==> config.mk <==
export PLATFORM = sky130hd
export DESIGN_NAME = sram_arbiter
export DESIGN_NICKNAME = d
export VERILOG_FILES = /design/src/rtl/sram_arb_pkg.sv /design/src/rtl/rr_pick.sv /design/src/rtl/sram_arbiter.sv
export SDC_FILE = /design/constraint.sdc
export NUM_CORES = 1
export LEC_CHECK = 0
export ABC_AREA = 1
export CAP_MARGIN = 20
export CELL_PAD_IN_SITES_DETAIL_PLACEMENT = 0
export CELL_PAD_IN_SITES_GLOBAL_PLACEMENT = 1
export CORE_ASPECT_RATIO = 2
export CORE_MARGIN = 8
export CORE_UTILIZATION = 25
export DETAILED_ROUTE_END_ITERATION = 8
export PLACE_DENSITY_LB_ADDON = 0.1
export SETUP_SLACK_MARGIN = 0.02
export SYNTH_ARGS = -nofsm -noshare
export SYNTH_HDL_FRONTEND = slang
export SYNTH_SLANG_ARGS = --single-unit
export TNS_END_PERCENT = 5
==> constraint.sdc <==
create_clock -name clk -period 2.3 [get_ports clk]
set_clock_uncertainty 0.1 [all_clocks]
set_input_delay 0.46 -clock clk [delete_from_list [all_inputs] [get_ports clk]]
set_output_delay 0.46 -clock clk [all_outputs]
set_load 0.005 [all_outputs]
==> src/rtl/sram_arb_pkg.sv <==
// rtl/sram_arb_pkg.sv - state encoding and sizing constants shared by the SRAM arbiter files
package sram_arb_pkg;
    localparam int NREQ_MAX = 8;
    localparam int PTR_W    = $clog2(NREQ_MAX);
    localparam int WS_W     = 3;

    typedef enum logic [1:0] {
        IDLE   = 2'd0,
        SETUP  = 2'd1,
        STROBE = 2'd2,
        DONE   = 2'd3
    } arb_state_t;
endpackage

==> src/rtl/rr_pick.sv <==
// rtl/rr_pick.sv - round-robin search over requesters 1..NREQ-1 starting at ptr
// Returns a one-hot winner (bit 0 always clear) and its index.
module rr_pick
    import sram_arb_pkg::*;
#(
    parameter int NREQ = 4
) (
    input  logic [NREQ-1:1]  req,
    input  logic [PTR_W-1:0] ptr,
    output logic [NREQ-1:0]  win,
    output logic [PTR_W-1:0] win_idx
);
    logic             hi_hit;
    logic             lo_hit;
    logic [PTR_W-1:0] hi_idx;
    logic [PTR_W-1:0] lo_idx;

    // Descending scan leaves the lowest set index in each half: at/after ptr, then wrapped.
    always_comb begin
        hi_hit = 1'b0;
        lo_hit = 1'b0;
        hi_idx = '0;
        lo_idx = '0;
        for (int j = NREQ - 1; j >= 1; j--) begin
            if (req[j]) begin
                if (j >= int'(ptr)) begin
                    hi_hit = 1'b1;
                    hi_idx = PTR_W'(j);
                end else begin
                    lo_hit = 1'b1;
                    lo_idx = PTR_W'(j);
                end
            end
        end
        win_idx = hi_hit ? hi_idx : lo_idx;
        win     = (hi_hit || lo_hit) ? (NREQ'(1) << win_idx) : '0;
    end
endmodule

==> src/rtl/sram_arbiter.sv <==
// rtl/sram_arbiter.sv - shared 32-bit SRAM arbiter/sequencer, requester 0 fixed priority, rest round-robin
// Optional grant/wait statistics are built when ARB_STATS_EN is defined.
module sram_arbiter
    import sram_arb_pkg::*;
#(
    parameter int NREQ        = 4,
    parameter int AW          = 18,
    parameter int WAIT_STATES = 1
) (
    input  logic              clk,
    input  logic              reset_n,
    input  logic [NREQ-1:0]   req,
    input  logic [NREQ-1:0]   we,
    input  logic [NREQ*AW-1:0] addr,
    input  logic [NREQ*32-1:0] wdata,
    output logic [NREQ-1:0]   gnt,
    output logic [NREQ-1:0]   ack,
    output logic [31:0]       rdata,
    output logic [AW-1:0]     sram_a,
    output logic              sram_oe_n,
    output logic              sram_we_n,
    output logic              sram_dq_oe,
    output logic [31:0]       sram_dout,
    input  logic [31:0]       sram_din
`ifdef ARB_STATS_EN
    ,
    input  logic              stat_clr,
    output logic [NREQ*16-1:0] stat_gnt_cnt,
    output logic [15:0]       stat_max_wait
`endif
);
    arb_state_t       state;
    arb_state_t       state_n;
    logic [WS_W-1:0]  cnt;
    logic             own_we;
    logic [PTR_W-1:0] rr_ptr;
    logic [NREQ-1:0]  cand;
    logic             take;
    logic [NREQ-1:0]  pick_oh;
    logic [NREQ-1:0]  rr_oh;
    logic [PTR_W-1:0] rr_idx;
    logic             sel_we;
    logic [AW-1:0]    sel_addr;
    logic [31:0]      sel_wdata;

    rr_pick #(.NREQ(NREQ)) u_rr_pick (
        .req     (cand[NREQ-1:1]),
        .ptr     (rr_ptr),
        .win     (rr_oh),
        .win_idx (rr_idx)
    );

    // The owner is masked in DONE so another requester can take the very next slot.
    always_comb begin
        cand    = req & ((state == DONE) ? ~gnt : '1);
        take    = ((state == IDLE) || (state == DONE)) && (|cand);
        pick_oh = cand[0] ? NREQ'(1) : rr_oh;
        state_n = state;
        case (state)
            IDLE:    if (take) state_n = SETUP;
            SETUP:   state_n = STROBE;
            STROBE:  if (cnt == '0) state_n = DONE;
            DONE:    state_n = take ? SETUP : IDLE;
            default: state_n = IDLE;
        endcase
    end

    always_comb begin
        sel_we    = 1'b0;
        sel_addr  = '0;
        sel_wdata = '0;
        for (int i = 0; i < NREQ; i++) begin
            if (pick_oh[i]) begin
                sel_we    = we[i];
                sel_addr  = addr[i*AW +: AW];
                sel_wdata = wdata[i*32 +: 32];
            end
        end
    end

    always_ff @(posedge clk or negedge reset_n) begin
        if (!reset_n) begin
            state      <= IDLE;
            cnt        <= '0;
            own_we     <= 1'b0;
            rr_ptr     <= PTR_W'(1);
            gnt        <= '0;
            ack        <= '0;
            rdata      <= '0;
            sram_a     <= '0;
            sram_dout  <= '0;
            sram_oe_n  <= 1'b1;
            sram_we_n  <= 1'b1;
            sram_dq_oe <= 1'b0;
        end else begin
            state <= state_n;
            ack   <= '0;
            if (take) begin
                gnt       <= pick_oh;
                own_we    <= sel_we;
                sram_a    <= sel_addr;
                sram_dout <= sel_wdata;
                if (!cand[0])
                    rr_ptr <= (rr_idx == PTR_W'(NREQ - 1)) ? PTR_W'(1) : rr_idx + PTR_W'(1);
            end else if (state == DONE) begin
                gnt <= '0;
            end
            if (state == SETUP)
                cnt <= WS_W'(WAIT_STATES);
            else if (state == STROBE)
                cnt <= cnt - 1'b1;
            if ((state == STROBE) && (cnt == '0)) begin
                ack <= gnt;
                if (!own_we)
                    rdata <= sram_din;
            end
            // Strobes are registered from the next state so the pads see glitch-free levels.
            sram_oe_n  <= !((state_n == STROBE) && !own_we);
            sram_we_n  <= !((state_n == STROBE) && own_we);
            sram_dq_oe <= (state_n == SETUP) ? sel_we
                        : (((state_n == STROBE) || (state_n == DONE)) && own_we);
        end
    end

`ifdef ARB_STATS_EN
    logic [15:0] wait_cnt [NREQ];

    always_ff @(posedge clk or negedge reset_n) begin
        if (!reset_n) begin
            stat_gnt_cnt  <= '0;
            stat_max_wait <= '0;
            for (int i = 0; i < NREQ; i++) wait_cnt[i] <= '0;
        end else if (stat_clr) begin
            stat_gnt_cnt  <= '0;
            stat_max_wait <= '0;
            for (int i = 0; i < NREQ; i++) wait_cnt[i] <= '0;
        end else begin
            for (int i = 0; i < NREQ; i++) begin
                if (take && pick_oh[i]) begin
                    if (stat_gnt_cnt[i*16 +: 16] != 16'hffff)
                        stat_gnt_cnt[i*16 +: 16] <= stat_gnt_cnt[i*16 +: 16] + 16'd1;
                    if (wait_cnt[i] > stat_max_wait)
                        stat_max_wait <= wait_cnt[i];
                    wait_cnt[i] <= '0;
                end else if (req[i] && !gnt[i]) begin
                    if (wait_cnt[i] != 16'hffff)
                        wait_cnt[i] <= wait_cnt[i] + 16'd1;
                end else begin
                    wait_cnt[i] <= '0;
                end
            end
        end
    end
`endif
endmodule

Word-level counts from Yosys, hierarchy flattened:

Index checks and enable logic that the tools add are counted.

* bits in registers: 102
* input bits: 242
* output and inout bits: 93
* logic and storage cells: 98

* add/sub/neg operators: 2
* magnitude comparators: 3
* equal/unequal tests: 7
* shifts and indexed selects: 1
* mux-type cells: 51
* bitwise operators: 4
* reductions and logical operators: 18

Operator list (number)
* 32-bit two-way mux: 4
* 18-bit two-way mux: 4
* 3-bit two-way mux: 14
* 4-bit two-way mux: 6
* 1-bit two-way mux: 18
* 2-bit == test (second input constant): 4
* 2-bit two-way mux: 4
* 2-bit case mux with 4 select lines: 1
* 2-bit by 3-bit >= comparator with 1-bit output (first input constant): 2
* 1-bit logical AND: 5
* 4-bit AND: 1
* 2-bit by 1-bit == test with 1-bit output (second input constant): 2
* 4-bit inverter: 1
* 2-bit AND reduction: 2
* 2-bit nonzero test: 2
* 4-bit OR reduction: 1
* 1-bit by 3-bit << shifter with 4-bit output (first input constant): 1
* 3-bit by 1-bit adder with 3-bit output (second input constant): 1
* 3-bit by 2-bit == test with 1-bit output (second input constant): 1
* 1-bit by 3-bit >= comparator with 1-bit output (first input constant): 1
* 1-bit logical NOT: 3
* 3-bit logical NOT: 1
* 1-bit logical OR: 3
* 3-bit by 1-bit subtractor with 3-bit output (second input constant): 1
* 2 further kinds: 3

Longest topological paths before layout:

* word-level depth: 17
* depth in mapped cells: 20
* depth with buffers taken out: 19

Cells and area by module:

Synthesis repeated with hierarchy kept, for this count alone.

* cell total of the unflattened synthesis: 708
* area, all modules: 5763.0 µm²

Modules (own cells, without submodules)
* sram_arbiter: times used 1, cells each 679, area each 5626.6 µm², sequential area each 2556.2 µm²
* rr_pick: times used 1, cells each 29, area each 136.4 µm², sequential area each 0.0 µm²

Worst setup path after synthesis:

Ideal clock, no wire load.

* path kind: reg-to-reg
* start point: register state[0]
* end point: register sram_a[11]
* setup time: 0.116 ns
* arrival time: 2.215 ns
* data required time: 2.084 ns
* path slack: -0.132 ns
* cell stages (with the launch flop): 20
* buffers on the path: 2
* period minus slack after synthesis: 2.432 ns
* cells stage by stage: dfrtp_1 ha_1 nand2_1 nand2_1 nor2_1 inv_1 nand2_1 inv_1 a21oi_1 inv_1 ha_1 a21boi_1 nand2_1 buf_4 buf_2 nand2_1 nand2_1 nand2_1 nand2_1 nand2_1

* cells in the longest elaborated chain, start to end: 16
* elaborated cells on any way between the ends: 36
* those cells by class: 1 x eq/ne; 1 x shift; 28 x mux; 1 x bitwise; 5 x reduce/logical

RTL lines
* start: declaration: RTL line sram_arbiter.sv:32 `arb_state_t state;`
* start signal: assignment: RTL line sram_arbiter.sv:96 `state <= state_n;`
* 2-bit == test: RTL line sram_arbiter.sv:55, sram_arbiter.sv:56
* 4-bit two-way mux: RTL line sram_arbiter.sv:55 `cand = req & ((state == DONE) ? ~gnt : '1);`
* 4-bit AND: RTL line sram_arbiter.sv:55
* 3-bit two-way mux or 1-bit two-way mux (tied branches): RTL line rr_pick.sv:25 `if (req[j]) begin`
* 3-bit two-way mux or 1-bit two-way mux (tied branches): RTL line rr_pick.sv:26 `if (j >= int'(ptr)) begin`
* 3-bit two-way mux or 1-bit two-way mux (tied branches): RTL line rr_pick.sv:25
* 3-bit two-way mux or 1-bit two-way mux (tied branches): RTL line rr_pick.sv:26
* 3-bit two-way mux or 1-bit two-way mux (tied branches): RTL line rr_pick.sv:25
* 3-bit two-way mux: RTL line rr_pick.sv:35 `win_idx = hi_hit ? hi_idx : lo_idx;`
* 1-bit by 3-bit << shifter with 4-bit output: RTL line rr_pick.sv:36 `win = (hi_hit || lo_hit) ? (NREQ'(1) << win_idx) : '0;`
* 4-bit two-way mux: RTL line rr_pick.sv:36
* 4-bit two-way mux: RTL line sram_arbiter.sv:57 `pick_oh = cand[0] ? NREQ'(1) : rr_oh;`
* 18-bit two-way mux (4 in a row): RTL line sram_arbiter.sv:73 `if (pick_oh[i]) begin`
* end signal: assignment: RTL line sram_arbiter.sv:101 `sram_a <= sel_addr;`
* end: declaration: RTL line sram_arbiter.sv:19 `output logic [AW-1:0] sram_a,`

Parallel ways exist; a longest one is shown, timed or not.
A chain may end at the register's enable or synchronous reset.

Worst setup path in the final report:

* start point: register state[1]
* end point: register sram_a[15]

The elaborated chain is that of the path after synthesis.

==> reports/metrics.cfg <==
[logic_synthesis]
synth.most_common_cell = nand2_1
synth_seq_cells = 101
synth_edf_count = 0
yosysWarningCount = 0
syn_nets = 1234
synthCells = 982
avgSynthCellArea_um2 = 6.72
yosys.area.top_type = dfrtp_1
yosysUniqueCellTypes = 27
ys.flop_type = dfrtp_1
netlist_area_mm2 = 0.00660
synth_commonest_cells = 387 x nand2_1, 154 x inv_1, 98 x dfrtp_1, 68 x o21ai_0, 61 x nand3_1
netlist_top_cells_area = dfrtp_1 37%, nand2_1 22%, inv_1 8.8%
synth_top_area_share_pct = 37.2
synthArstFlopShare_pct = 100
synth.yosys.seq_area_share_pct = 38.4

[global_route]
grt_pass1_vias = 7560
met1_usage_pct = 17.1
gr-usage-all-layers_pct = 17.7
grt_max_degree = 53
antenna_found_initial = 1
gr-total-overflow = 0
grt_use_met3_pct = 5.50
busiest_layer = met2
grt_pass1_wl_mm = 42.6
use_met2_pct = 34.3

[timing]
worst_pin_slew_ns = 0.340
fin_crit_ns = 2.52
final_hold_viol_count = 0
setup_viol = 53
max-slew-margin-rel_pct = 77.4
fin_crit_sh_pct = 110
timing.fmax_mhz = 396
fin_ws_ns = -0.225
grt_setup_unrepaired = true
slew_viol_final = 0

[detailed_routing]
first_iter_violations = 375
num_vias = 7247
vias_per_cell = 4.29
detail_route.first_pass.iterations = 4
drc = 0
totalWireLength_mm = 29.8
wire_per_inst_um = 17.7
ant_nets = 0

[setup_path]
cp_top_family = buffers and inverters
slowest_stage = dfrtp_1
cp_cell_sequence = ha_4 -> nand2_4 -> nand2_4 -> nor2_2 -> inv_1 -> nand2_1 -> inv_1 -> a21oi_2 -> buf_4 -> ha_4 -> a21boi_4 -> buf_12 -> nand2_4 -> clkbuf_16 -> o21ai_0 -> inv_1 -> nand2_1 -> nand2_2 -> nand2_2 -> nand2_1
crit_arrival_ns = 2.70
crit_path_start_kind = flop
crit_path_start = state[1]
crit_buf_inv = 6
rr_startpoint = state[1]
crit_type = flop to flop
end_kind = flop
slowest_delay_ns = 0.42
critPathRequiredTime_ns = 2.48
critPathMaxFanout = 5

[placed_design]
dp_hpwl_mm = 22.7
place_area_mm2 = 0.0107
place_inst = 1658
place.port_buffers = 334
place_congestion = 0.800

[floorplan]
fp-row-count = 84
dieArea_mm2 = 0.0322
die_w_um = 131
start_util_pct = 25.2
die_h_um = 246
io_pins = 335
core_area_mm2 = 0.0262

[clocking]
cts_root_buffer = clkbuf_16
numCtsBuffers = 9
htree_levels = 3
tritoncts = built
clk_latency_ns = 0.38
cts.sinks = 101
clockBufferDepth = 2
clkTransAtPathRegs_ns = 0.09

[power_and_ir_drop]
peakVddDrop_v = 0.000529
p_leak_nw = 5.74
p_per_area_mw_per_mm2 = 1160

[cells_and_area]
fin_util_pct = 44.0
fillers = 2694
area_growth_pct = 74.7
nNetsFinal = 1590
multi_input_area_mm2 = 0.00335
final-seq-area_mm2 = 0.00253
finalNonFillerCells = 1689
design_area_mm2 = 0.0115
drive_above_1_share_pct = 14.3

[worst_hold_path]
hp-class = flop to flop
hp-start = own_we

[run_status]
outcome = complete, but fails checks
failed_checks = negative setup slack

[flow_run]
drv_cap = 0

-- layer usage --
metal  up-vias  wire length [um]  share of wire, %
met4         0               469               1.6
met2       229             17000                57
met3        19              2280               7.6
met5         -                 0                 0
met1      3298             10100                34
li1       3701                 -                 -
-- cells by family after synthesis --
group,after synthesis,synth area share (%)
adder cells (fa/ha/maj),10,1.90
buffers and inverters,231,15.0
multiplexers,32,5.46
flip-flops,101,38.4
AO/OA/AOI/OAI,125,9.99
AND/OR/NAND/NOR,483,29.3
-- metrics by stage --
step | total power, mW | hold WS (ns) | setup TNS, ns | setup slack, ns
2_1_floorplan | 7.34 | 0.0644 | 0 | 0.00401
3_3_place_gp | 11.4 | 0.296 | -28.77 | -0.594
3_5_place_dp | 11.4 | 0.290 | -29.20 | -0.602
4_1_cts | 13.4 | 0.367 | -8.08 | -0.199
5_1_grt | 14.8 | 0.388 | -18.37 | -0.383
6_report | 13.4 | 0.369 | -9.41 | -0.225
-- what timing repair did --
action,in CTS,in global routing
setup endpoints to repair,55,56
resized for setup,51,45
pin swaps,2,8
setup buffers,0,3
hold buffers,1,0
endpoints found under the hold margin,21,0
cloned,0,9
-- cells in the final DEF (no fill, tap or decap), drive strengths merged, types with 15 or more instances in the layout --
cell,count
dfrtp,98
mux2,32
nand2,393
buf,61
nor2,26
o21ai,104
inv,165
clkinv,15
clkbuf,15
nand3,63
clkdlybuf4s50,333
-- power by group --
group	leakage (nW)	switching, mW	internal, mW
logic	4.35	4.31	4.28
registers	1.23	0.429	2.69
clock network	0.159	0.835	0.886
total	5.74	5.57	7.86
-- registers in the layout (all words and copies together) (netlist names) --
register,cells
ack,4
cnt,3
gnt,4
own_we,1
rdata,32
rr_ptr,2
sram_a,18
sram_dout,32
sram_dq_oe,1
sram_oe_n,1
sram_we_n,1
state,2
-- cell type report --
class                   instances  share of cell area [%]
clock buffers                   9                    1.95
multi-input cells             651                    29.1
flip-flops and latches        101                    22.0
diodes                          2                  0.0434
repair buffers                401                    36.7
well taps                     344                    3.73
clock inverters                 7                   0.847
inverters                     174                    5.67
-- final timing paths --
path / endpoint / slack [ns] / cells after the start
min in group asynchronous: rdata[4] / 0.43 / 2
min: sram_we_n / 0.37 / 1
min reg2reg: sram_we_n / 0.37 / 1
max reg2reg: sram_a[15] / -0.22 / 20
max in group asynchronous: sram_oe_n / 1.04 / 3
max: sram_a[15] / -0.22 / 20
No activity file was read; power rests on OpenSTA's default activity.
